### config.mk
export PLATFORM = sky130hd
export DESIGN_NAME = fetch_unit
export DESIGN_NICKNAME = d
export VERILOG_FILES = /design/src/rtl/core_pkg.sv /design/src/rtl/fetch_fifo.sv /design/src/rtl/fetch_unit.sv
export SDC_FILE = /design/constraint.sdc
export NUM_CORES = 1
export LEC_CHECK = 0
export BUFFER_PORTS_ARGS = -buffer_cell sky130_fd_sc_hd__buf_2
export CORE_ASPECT_RATIO = 1.5
export CORE_MARGIN = 1.5
export CORE_UTILIZATION = 55
export DETAILED_ROUTE_END_ITERATION = 8
export HOLD_SLACK_MARGIN = 0.15
export PLACE_DENSITY = 0.81
export SYNTH_ARGS = -nofsm -noshare
export SYNTH_HDL_FRONTEND = slang
export SYNTH_SLANG_ARGS = --single-unit
### constraint.sdc
create_clock -name clk -period 7.8 [get_ports clk]
set_clock_uncertainty 0.15 [all_clocks]
set_input_delay 0.39 -clock clk [delete_from_list [all_inputs] [get_ports clk]]
set_output_delay 0.39 -clock clk [all_outputs]
set_load 0.02 [all_outputs]
### src/rtl/core_pkg.sv
// Shared definitions for the RV32I core front end.
//   XLEN / ILEN      : address and instruction widths
//   PC_INCR          : sequential fetch stride
//   DEFAULT_RESET_PC : default fetch address after reset
//   fetch_entry_t    : {instr, pc} pair carried from fetch to decode
package core_pkg;

    localparam int XLEN = 32;
    localparam int ILEN = 32;

    localparam logic [XLEN-1:0] PC_INCR          = 32'd4;
    localparam logic [XLEN-1:0] DEFAULT_RESET_PC = 32'h0000_0000;

    typedef struct packed {
        logic [ILEN-1:0] instr;
        logic [XLEN-1:0] pc;
    } fetch_entry_t;

endpackage

### src/rtl/fetch_fifo.sv
// Small synchronous FIFO of fetch entries sitting between instruction memory
// and decode.
//   clk, reset  : clock, synchronous active-high reset
//   push, data  : write an entry (taken when not full, or full with a pop)
//   pop         : remove the head entry (ignored when empty)
//   clear       : discard all entries; wins over push and pop
//   head        : current head entry (valid when !empty)
//   count       : number of stored entries, 0..DEPTH
//   empty, full : occupancy flags
module fetch_fifo
    import core_pkg::*;
#(
    parameter int DEPTH = 2
) (
    input  logic                       clk,
    input  logic                       reset,
    input  logic                       push,
    input  fetch_entry_t               push_data,
    input  logic                       pop,
    input  logic                       clear,
    output fetch_entry_t               head,
    output logic [$clog2(DEPTH):0]     count,
    output logic                       empty,
    output logic                       full
);

    localparam int AW = $clog2(DEPTH);
    localparam int CW = AW + 1;

    logic [AW-1:0] rd_ptr_reg;
    logic [AW-1:0] wr_ptr_reg;
    logic [CW-1:0] count_reg;
    logic          do_push;
    logic          do_pop;

    fetch_entry_t  slot_q [DEPTH];

    assign empty = (count_reg == '0);
    assign full  = (count_reg == CW'(DEPTH));
    assign count = count_reg;

    // A push into a full FIFO is fine when the head leaves in the same cycle.
    assign do_pop  = pop && !empty;
    assign do_push = push && (!full || do_pop);

    // Entries live in flops rather than RAM so that an entry written on one
    // edge is already the visible head in the following cycle.
    generate
        for (genvar gi = 0; gi < DEPTH; gi++) begin : g_slot
            fetch_entry_t slot_reg;

            always_ff @(posedge clk) begin
                if (do_push && !clear && !reset && (wr_ptr_reg == AW'(gi))) begin
                    slot_reg <= push_data;
                end
            end

            assign slot_q[gi] = slot_reg;
        end
    endgenerate

    assign head = slot_q[rd_ptr_reg];

    always_ff @(posedge clk) begin
        if (reset || clear) begin
            rd_ptr_reg <= '0;
            wr_ptr_reg <= '0;
            count_reg  <= '0;
        end else begin
            if (do_push) begin
                wr_ptr_reg <= wr_ptr_reg + AW'(1);
            end
            if (do_pop) begin
                rd_ptr_reg <= rd_ptr_reg + AW'(1);
            end
            count_reg <= count_reg + CW'(do_push) - CW'(do_pop);
        end
    end

    a_no_overflow: assert property (@(posedge clk) disable iff (reset)
        !(push && !clear && full && !pop));

endmodule

### src/rtl/fetch_unit.sv
// Instruction-fetch front end of the RV32I pipeline.
//   clk, reset          : clock, synchronous active-high reset
//   imem_req_*          : in-order fetch requests (valid/ready), addr == pc
//   imem_rsp_*          : in-order responses, always accepted
//   redirect_valid/_pc  : branch/jump redirect from EX, flushes fetch state
//   id_valid/_ready     : handshake towards decode
//   id_instr, id_pc     : head instruction and its PC
//   pc                  : current fetch PC
module fetch_unit
    import core_pkg::*;
#(
    parameter logic [XLEN-1:0] RESET_PC = DEFAULT_RESET_PC,
    parameter int              DEPTH    = 2
) (
    input  logic             clk,
    input  logic             reset,
    output logic             imem_req_valid,
    input  logic             imem_req_ready,
    output logic [XLEN-1:0]  imem_req_addr,
    input  logic             imem_rsp_valid,
    input  logic [ILEN-1:0]  imem_rsp_data,
    input  logic             redirect_valid,
    input  logic [XLEN-1:0]  redirect_pc,
    output logic             id_valid,
    input  logic             id_ready,
    output logic [ILEN-1:0]  id_instr,
    output logic [XLEN-1:0]  id_pc,
    output logic [XLEN-1:0]  pc
);

    localparam int CW = $clog2(DEPTH) + 1;
    localparam logic [CW:0] CREDIT_LIMIT = (CW+1)'(DEPTH);

    logic [XLEN-1:0] pc_reg, pc_next;
    logic [XLEN-1:0] rsp_pc_reg, rsp_pc_next;
    logic [CW-1:0]   outstanding_reg, outstanding_next;
    logic [CW-1:0]   drop_cnt_reg, drop_cnt_next;

    logic [CW-1:0]   fifo_count;
    logic            fifo_empty;
    logic            fifo_full;
    fetch_entry_t    fifo_head;
    fetch_entry_t    fifo_in;

    logic [CW:0]     credit_used;
    logic            req_fire;
    logic            rsp_keep;

    // Every request in flight and every buffered entry holds one credit, so a
    // returning response always finds a free FIFO slot.
    assign credit_used    = {1'b0, outstanding_reg} + {1'b0, fifo_count};
    assign imem_req_valid = !reset && !redirect_valid && (credit_used < CREDIT_LIMIT);
    assign req_fire       = imem_req_valid && imem_req_ready;

    // Responses belonging to fetches issued before a redirect are counted off
    // by drop_cnt; only younger responses are kept.
    assign rsp_keep = imem_rsp_valid && !redirect_valid && (drop_cnt_reg == '0);

    assign imem_req_addr = pc_reg;
    assign pc            = pc_reg;

    assign id_valid = !reset && !fifo_empty;
    assign id_instr = fifo_head.instr;
    assign id_pc    = fifo_head.pc;

    assign fifo_in = '{instr: imem_rsp_data, pc: rsp_pc_reg};

    always_comb begin
        pc_next          = pc_reg;
        rsp_pc_next      = rsp_pc_reg;
        outstanding_next = outstanding_reg;
        drop_cnt_next    = drop_cnt_reg;

        if (redirect_valid) begin
            pc_next          = redirect_pc;
            rsp_pc_next      = redirect_pc;
            outstanding_next = outstanding_reg - CW'(imem_rsp_valid);
            // Everything still in flight after this cycle is now stale.
            drop_cnt_next    = outstanding_next;
        end else begin
            if (req_fire) begin
                pc_next = pc_reg + PC_INCR;
            end
            if (rsp_keep) begin
                rsp_pc_next = rsp_pc_reg + PC_INCR;
            end
            outstanding_next = outstanding_reg + CW'(req_fire) - CW'(imem_rsp_valid);
            if (imem_rsp_valid && (drop_cnt_reg != '0)) begin
                drop_cnt_next = drop_cnt_reg - CW'(1);
            end
        end
    end

    always_ff @(posedge clk) begin
        if (reset) begin
            pc_reg          <= RESET_PC;
            rsp_pc_reg      <= RESET_PC;
            outstanding_reg <= '0;
            drop_cnt_reg    <= '0;
        end else begin
            pc_reg          <= pc_next;
            rsp_pc_reg      <= rsp_pc_next;
            outstanding_reg <= outstanding_next;
            drop_cnt_reg    <= drop_cnt_next;
        end
    end

    fetch_fifo #(
        .DEPTH (DEPTH)
    ) u_fifo (
        .clk       (clk),
        .reset     (reset),
        .push      (rsp_keep),
        .push_data (fifo_in),
        .pop       (id_ready),
        .clear     (redirect_valid),
        .head      (fifo_head),
        .count     (fifo_count),
        .empty     (fifo_empty),
        .full      (fifo_full)
    );

    a_outstanding_max: assert property (@(posedge clk) disable iff (reset)
        outstanding_reg <= CW'(DEPTH));

    a_drop_within_outstanding: assert property (@(posedge clk) disable iff (reset)
        drop_cnt_reg <= outstanding_reg);

    a_rsp_has_request: assert property (@(posedge clk) disable iff (reset)
        imem_rsp_valid |-> (outstanding_reg != '0));

    a_full_blocks_request: assert property (@(posedge clk) disable iff (reset)
        fifo_full |-> !imem_req_valid);

    a_addr_stable: assert property (@(posedge clk) disable iff (reset)
        (imem_req_valid && !imem_req_ready) |=> (imem_req_addr == $past(imem_req_addr)));

endmodule

==> Yosys cells after proc, flatten, opt, wreduce, memory -nomap -nowiden <==
Cells that the tools add are included.
{ "word_totals": {"ff_bits": 200, "input_bits": 70, "out_inout_bits": 130, "word_cells": 62} }
{ "classes": {"addsub": 11, "order_cmp": 2, "eq_ne": 1, "muxes": 10, "bitwise_logic": 2, "n_reduce_logical": 25} }
{ "ops": {"columns": ["operator", "count"], "rows": [
  ["$mux W64", 3],
  ["$mux W32", 4],
  ["$add A32 B3 Y32 const B", 2],
  ["$logic_and A1 B1 Y1", 13],
  ["$reduce_bool A2 Y1", 4],
  ["$mux W2", 3],
  ["$sub A2 B1 Y2", 3],
  ["$add A2 B1 Y2", 2],
  ["$logic_not A1 Y1", 4],
  ["$logic_not A2 Y1", 2],
  ["$add A2 B2 Y3", 1],
  ["$lt A3 B2 Y1 const B", 1],
  ["$add A1 B1 Y1 const B", 2],
  ["$eq A2 B2 Y1 const B", 1],
  ["$ge A2 B2 Y1 const B", 1],
  ["$logic_or A1 B1 Y1", 2],
  ["$not A1 Y2", 1],
  ["$sub A2 B1 Y2 const B", 1],
  ["$not A1 Y1", 1]
]} }

==> Logic depth before layout (Yosys ltp) <==
{ "depth": {"depth_word": 8, "depth_mapped": 14, "mapped_depth_nobuf": 13} }

==> By module <==
Synthesis repeated with hierarchy kept, for this count alone.
{ "unflattened": {"hier_cells": 775, "area_unflattened_um2": 9310.2} }
{ "modules_own_cells": {"columns": ["mod", "n_inst", "cells_per_inst", "area_each_um2", "seq_area_each_um2"], "rows": [
  ["fetch_fifo", 1, 227, 4824.6, 3923.8],
  ["fetch_unit", 1, 548, 4485.6, 1361.3]
]} }

==> Worst setup path before layout <==
OpenSTA, ideal clock, no wires.
{ "synth_timing": {"kind": "register to register", "start": "register drop_cnt_reg[0]", "end": "register u_fifo.g_slot[0].slot_reg[0] in the netlist's numbering, enable pin", "setup_time_ns": 0.578, "t_arrival_ns": 5.910, "t_required_ns": 7.072, "path_slack_ns": 1.162, "stages_incl_launch_ff": 7, "path_buffers": 1, "period_less_slack_ns": 6.638, "path_cell_list": "dfxtp_1 > inv_1 > ha_1 > nand2_1 > clkbuf_1 > nor3_1 > nor3b_1"} }
{ "synth_via": {"elab_chain_len": 6} }
{ "synth_lines": {"columns": ["element", "line", "text"], "rows": [
  ["start, declared", "fetch_unit.sv:37", "logic [CW-1:0] drop_cnt_reg, drop_cnt_next;"],
  ["start signal, assigned", "fetch_unit.sv:104", "drop_cnt_reg <= drop_cnt_next;"],
  ["$logic_not A2 Y1", "fetch_unit.sv:57", "assign rsp_keep = imem_rsp_valid && !redirect_valid && (drop_cnt_reg == '0);"],
  ["$logic_and A1 B1 Y1", "fetch_unit.sv:57", null],
  ["$logic_and A1 B1 Y1", "fetch_fifo.sv:44", "assign do_push = push && (!full || do_pop);"],
  ["$logic_and A1 B1 Y1 (3 in a row)", "fetch_fifo.sv:53", "if (do_push && !clear && !reset && (wr_ptr_reg == AW'(gi))) begin"],
  ["end signal, assigned", "fetch_fifo.sv:54", "slot_reg <= push_data;"],
  ["end, declared", "fetch_fifo.sv:50", "fetch_entry_t slot_reg;"]
]} }
No other way between the ends.
A chain may end at the register's enable or synchronous reset.

==> Worst setup path after layout <==
{ "layout_timing": {"start": "register u_fifo.count_reg[0] (netlist: u_fifo.count[0])", "end": "register pc_reg[22] (netlist: imem_req_addr[22])"} }
{ "layout_via": {"elab_chain_len": 5} }
{ "layout_lines": {"columns": ["element", "line", "text"], "rows": [
  ["start, declared", "fetch_fifo.sv:32", "logic [CW-1:0] count_reg;"],
  ["start signal, assigned", "fetch_fifo.sv:76", "count_reg <= count_reg + CW'(do_push) - CW'(do_pop);"],
  ["$add A2 B2 Y3", "fetch_unit.sv:51", "assign credit_used = {1'b0, outstanding_reg} + {1'b0, fifo_count};"],
  ["$lt A3 B2 Y1", "fetch_unit.sv:52", "assign imem_req_valid = !reset && !redirect_valid && (credit_used < CREDIT_LIMIT);"],
  ["$logic_and A1 B1 Y1", "fetch_unit.sv:52", null],
  ["$logic_and A1 B1 Y1", "fetch_unit.sv:53", "assign req_fire = imem_req_valid && imem_req_ready;"],
  ["$reduce_bool A2 Y1 (no line)", null, null],
  ["end signal, assigned", "fetch_unit.sv:101", "pc_reg <= pc_next;"],
  ["end, declared", "fetch_unit.sv:34", "logic [XLEN-1:0] pc_reg, pc_next;"]
]} }
No other way between the ends.

==> impl_summary.log <==
[metrics] Die ar.: about 0.017 mm²
[metrics] Syn Std Cell Area: a little over 0.009 mm²
[metrics] synthesis warning total: 0
[metrics] post-synthesis cell type count: 53
[metrics] Root Buffer Master: clkbuf_16
[metrics] Syn-to-layout area delta: 21.04%
[metrics] post-layout min period: about 3.3 ns
[metrics] final count of negative-setup-slack endpoints: 0
[metrics] reg-to-reg critical path startpoint: u_fifo.count[0]$_SDFF_PP0_
[metrics] peak fanout along the critical path: 14
[metrics] Most common cell on crit path: or4_1
[metrics] number of diodes added for antenna fixing: 0
[metrics] min-delay worst type: in2reg
[metrics] wire length per cell: between 15 and 20 µm
[metrics] weighted congestion at the end of routability-driven global placement: 0.9335
[metrics] tightest slew margin relative to the limit: 0.3678
[metrics] Global Route Usage Sum: 0.2496
[metrics] clock transition time at the flip-flop clock pins of the worst setup and hold paths: around 0.080 ns
[metrics] instance area after placement: about 0.010 mm²
[metrics] slowest cell on the critical path: or4_1
[metrics] drt initial violations: 640
[metrics] global-route wire length before repair: around 33000 µm
[metrics] clk buf depth: 2
[metrics] effective utilization at floorplan: 0.5598
[metrics] Max Cap Violations: 0
[metrics] slew at the pin closest to its max-slew limit: 0.9396 ns
[metrics] most frequently used flop master after synthesis: edfxtp_1
[metrics] core footprint: approximately 0.016 mm²
[metrics] category of the worst setup path capture point: flop
[metrics] final net count: slightly above 1k
[metrics] CP bufs+invs: 1
[metrics] number of antenna violations at the first check in global routing: 0
[metrics] CP Launch Type: flop
[metrics] RSZ-0062 raised after global routing: no
[metrics] hold buffer count at CTS: 41
[metrics] CP top delay family: simple AND/OR/NAND/NOR gates
[metrics] power density normalized to cell area: 212.8 mW/mm²
[metrics] Vert. Die Dim: between 150 and 200 µm
[metrics] Fin. Hold Viols: 0
[metrics] sequential share of the synthesized area: 0.5832
[metrics] Final Routed Wirelength: ~21000 µm
[metrics] Post CTS Setup Buffer Count: 0
[metrics] DIE WIDTH: between 100 and 150 µm
[metrics] number of cells after detailed placement: ~1.1k
[metrics] I/O pin count: 200
[metrics] run status: finished clean
[metrics] final routed DRC violation total: 0
[metrics] largest stage delay on the critical path: 0.71 ns
[metrics] number of sinks on the clock net: 200
[metrics] proportion of register bits with asynchronous set or reset after synthesis: 0
[metrics] required time worst endpoint: 7.98 ns
[metrics] number of levels the H-tree was split into: 4
[metrics] syn avg cell area: around 12 µm²
[metrics] number of rows in the core area: 57
[metrics] crit share post-route: 0.4269
[metrics] Peak Freq: roughly 300 MHz
[metrics] crit path kind: reg2reg
[metrics] peak supply drop: between 0.1 and 0.15 mV
[metrics] clk_lat worst skew: around 0.42 ns
[metrics] IO Port Bufs: between 150 and 200
[metrics] half-perimeter wire length after placement: roughly 14000 µm
[metrics] EDFF count, synth: roughly 130
[metrics] ordered list of cells on the worst path: inv_1 > nor2_1 > fa_1 > or3b_4 > or4_1 > or4_1 > a311oi_1
[metrics] via density per instance: between 5 and 6
[metrics] share of final-layout standard cells stronger than drive strength 1: 0.3201
[metrics] timing startpoint of the critical path: u_fifo.count[0]$_SDFF_PP0_
[metrics] ANT nets after route: 0
[metrics] 1st-pass router iterations: 5
[metrics] number of cells upsized or downsized after cts: 0
[metrics] startpoint of the tightest hold check path: redirect_pc[4]
[metrics] total of flip-flops plus latches after synthesis: 200
[metrics] Inserted Clock Buffers: 17
[metrics] Finished Layout Cells: between 1k and 1.5k
[metrics] Synthesized Nets: a little over 800
[metrics] final-report max-slew violation count: 0
[metrics] post-route standard cell area excluding fillers: 0.01097 mm²
[metrics] maximum number of pins on one net before global-route repair: 77
[metrics] total via count in the routed design: approximately 6.8k
[metrics] sum of negative setup slack: 0 ns
[metrics] critical path data arrival time: 3.51 ns
[metrics] max reg flops: between 100 and 150
[metrics] vias in the first global route: ~6.7k
[metrics] total leakage power: between 4 and 5 nW
[metrics] TritonCTS clock tree: yes
[metrics] gr ovfl total: 0
[metrics] Synth Instances: approximately 750
==> path summary, 6_finish.rpt <==
| kind | to | slack, ns | cells past startpoint |
|---|---|---|---|
| setup / recovery | imem_req_addr[22]$_SDFFE_PP0P_ | 4.47 | 7 |
| hold / removal | rsp_pc_reg[4]$_SDFFE_PP0N_ | 0.19 | 3 |
| setup reg to reg | imem_req_addr[22]$_SDFFE_PP0P_ | 4.47 | 7 |
| hold reg to reg | u_fifo.g_slot[1].slot_reg[1]$_DFFE_PP_ | 0.31 | 0 |
==> cell usage after synthesis, types with 14 or more instances <==
cell type,count,area [µm²]
a21boi_0,22,165.2
dfxtp_1,72,1441
nand3_1,25,125.1
clkbuf_1,38,142.6
edfxtp_1,128,3844
or4_1,18,135.1
nor2_1,30,112.6
buf_4,32,240.2
inv_1,14,52.55
xnor2_1,25,219.0
a21oi_1,14,70.07
nand4_1,22,137.6
nor3_1,15,75.07
nand2_1,44,165.2
mux2_2,64,720.7
o21a_1,19,142.6
nor4_1,22,137.6
==> cells by family (layout without fill, tap and decap cells) <==
logic type / after synthesis / count (layout) / synth area share
AO/OA/AOI/OAI: 129 / 129 / 0.1030
XOR/XNOR: 30 / 30 / 0.02899
adder cells (fa/ha/maj): 9 / 9 / 0.01325
buffers and inverters: 88 / 293 / 0.04984
flip-flops: 200 / 200 / 0.5832
multiplexers: 64 / 64 / 0.07952
AND/OR/NAND/NOR: 231 / 231 / 0.1422
==> placed cells by master (no fill, tap or decap), types with 17 or more instances in the layout <==
cell type | Yosys | layout
nand3_1 | 25 | 25
mux2_2 | 64 | 64
a21boi_0 | 22 | 22
or4_1 | 18 | 18
dfxtp_1 | 72 | 71
buf_2 | 1 | 199
xnor2_1 | 25 | 25
nand4_1 | 22 | 22
nand2_1 | 44 | 44
dlygate4sd3_1 | 0 | 41
nor2_1 | 30 | 30
clkbuf_16 | 0 | 17
nor4_1 | 22 | 22
o21a_1 | 19 | 19
edfxtp_1 | 128 | 128
==> per-stage QoR <==
stage,total power [W],hold WS (ns),util,setup slack (ns)
4_1_cts,0.002347,0.1674,0.6776,4.480
5_1_grt,0.002417,0.1784,0.6776,4.374
2_1_floorplan,0.001396,0.2737,-,1.162
3_3_place_gp,0.001467,0.2830,0.6160,4.593
3_5_place_dp,0.001475,0.2943,0.6160,4.500
6_report,0.002334,0.1867,0.6776,4.470
==> final cells by class <==
cell class | instances | area, µm²
clock buffer | 17 | 425.4
clock inverter | 15 | 160.2
fill | 1219 | 5220
inverter | 15 | 56.30
multi-input combinational | 463 | 3332
sequential | 200 | 5286
tap | 206 | 257.7
timing repair buffer | 246 | 1451
==> tightest hold or removal path, delay by kind of cell <==
family	cells	cell delay, ns
AND/OR/NAND/NOR	1	0.14
AO/OA/AOI/OAI	1	0.13
buffers and inverters	1	0.07
==> routing by layer <==
layer	track usage	routed length (µm)
met5	0	0
met3	0.04816	1362
met1	0.2940	8475
met2	0.4421	10790
met4	0.09988	692
==> power breakdown <==
part | leakage (nW) | switching (W) | internal, W | total (W)
combinational | 1.99 | 0.000148 | 0.000107 | 0.000255
clock | 0.282 | 0.000409 | 0.000455 | 0.000864
sequential | 1.76 | 0.0000480 | 0.00117 | 0.00122
No activity file was read; power rests on OpenSTA's default activity.
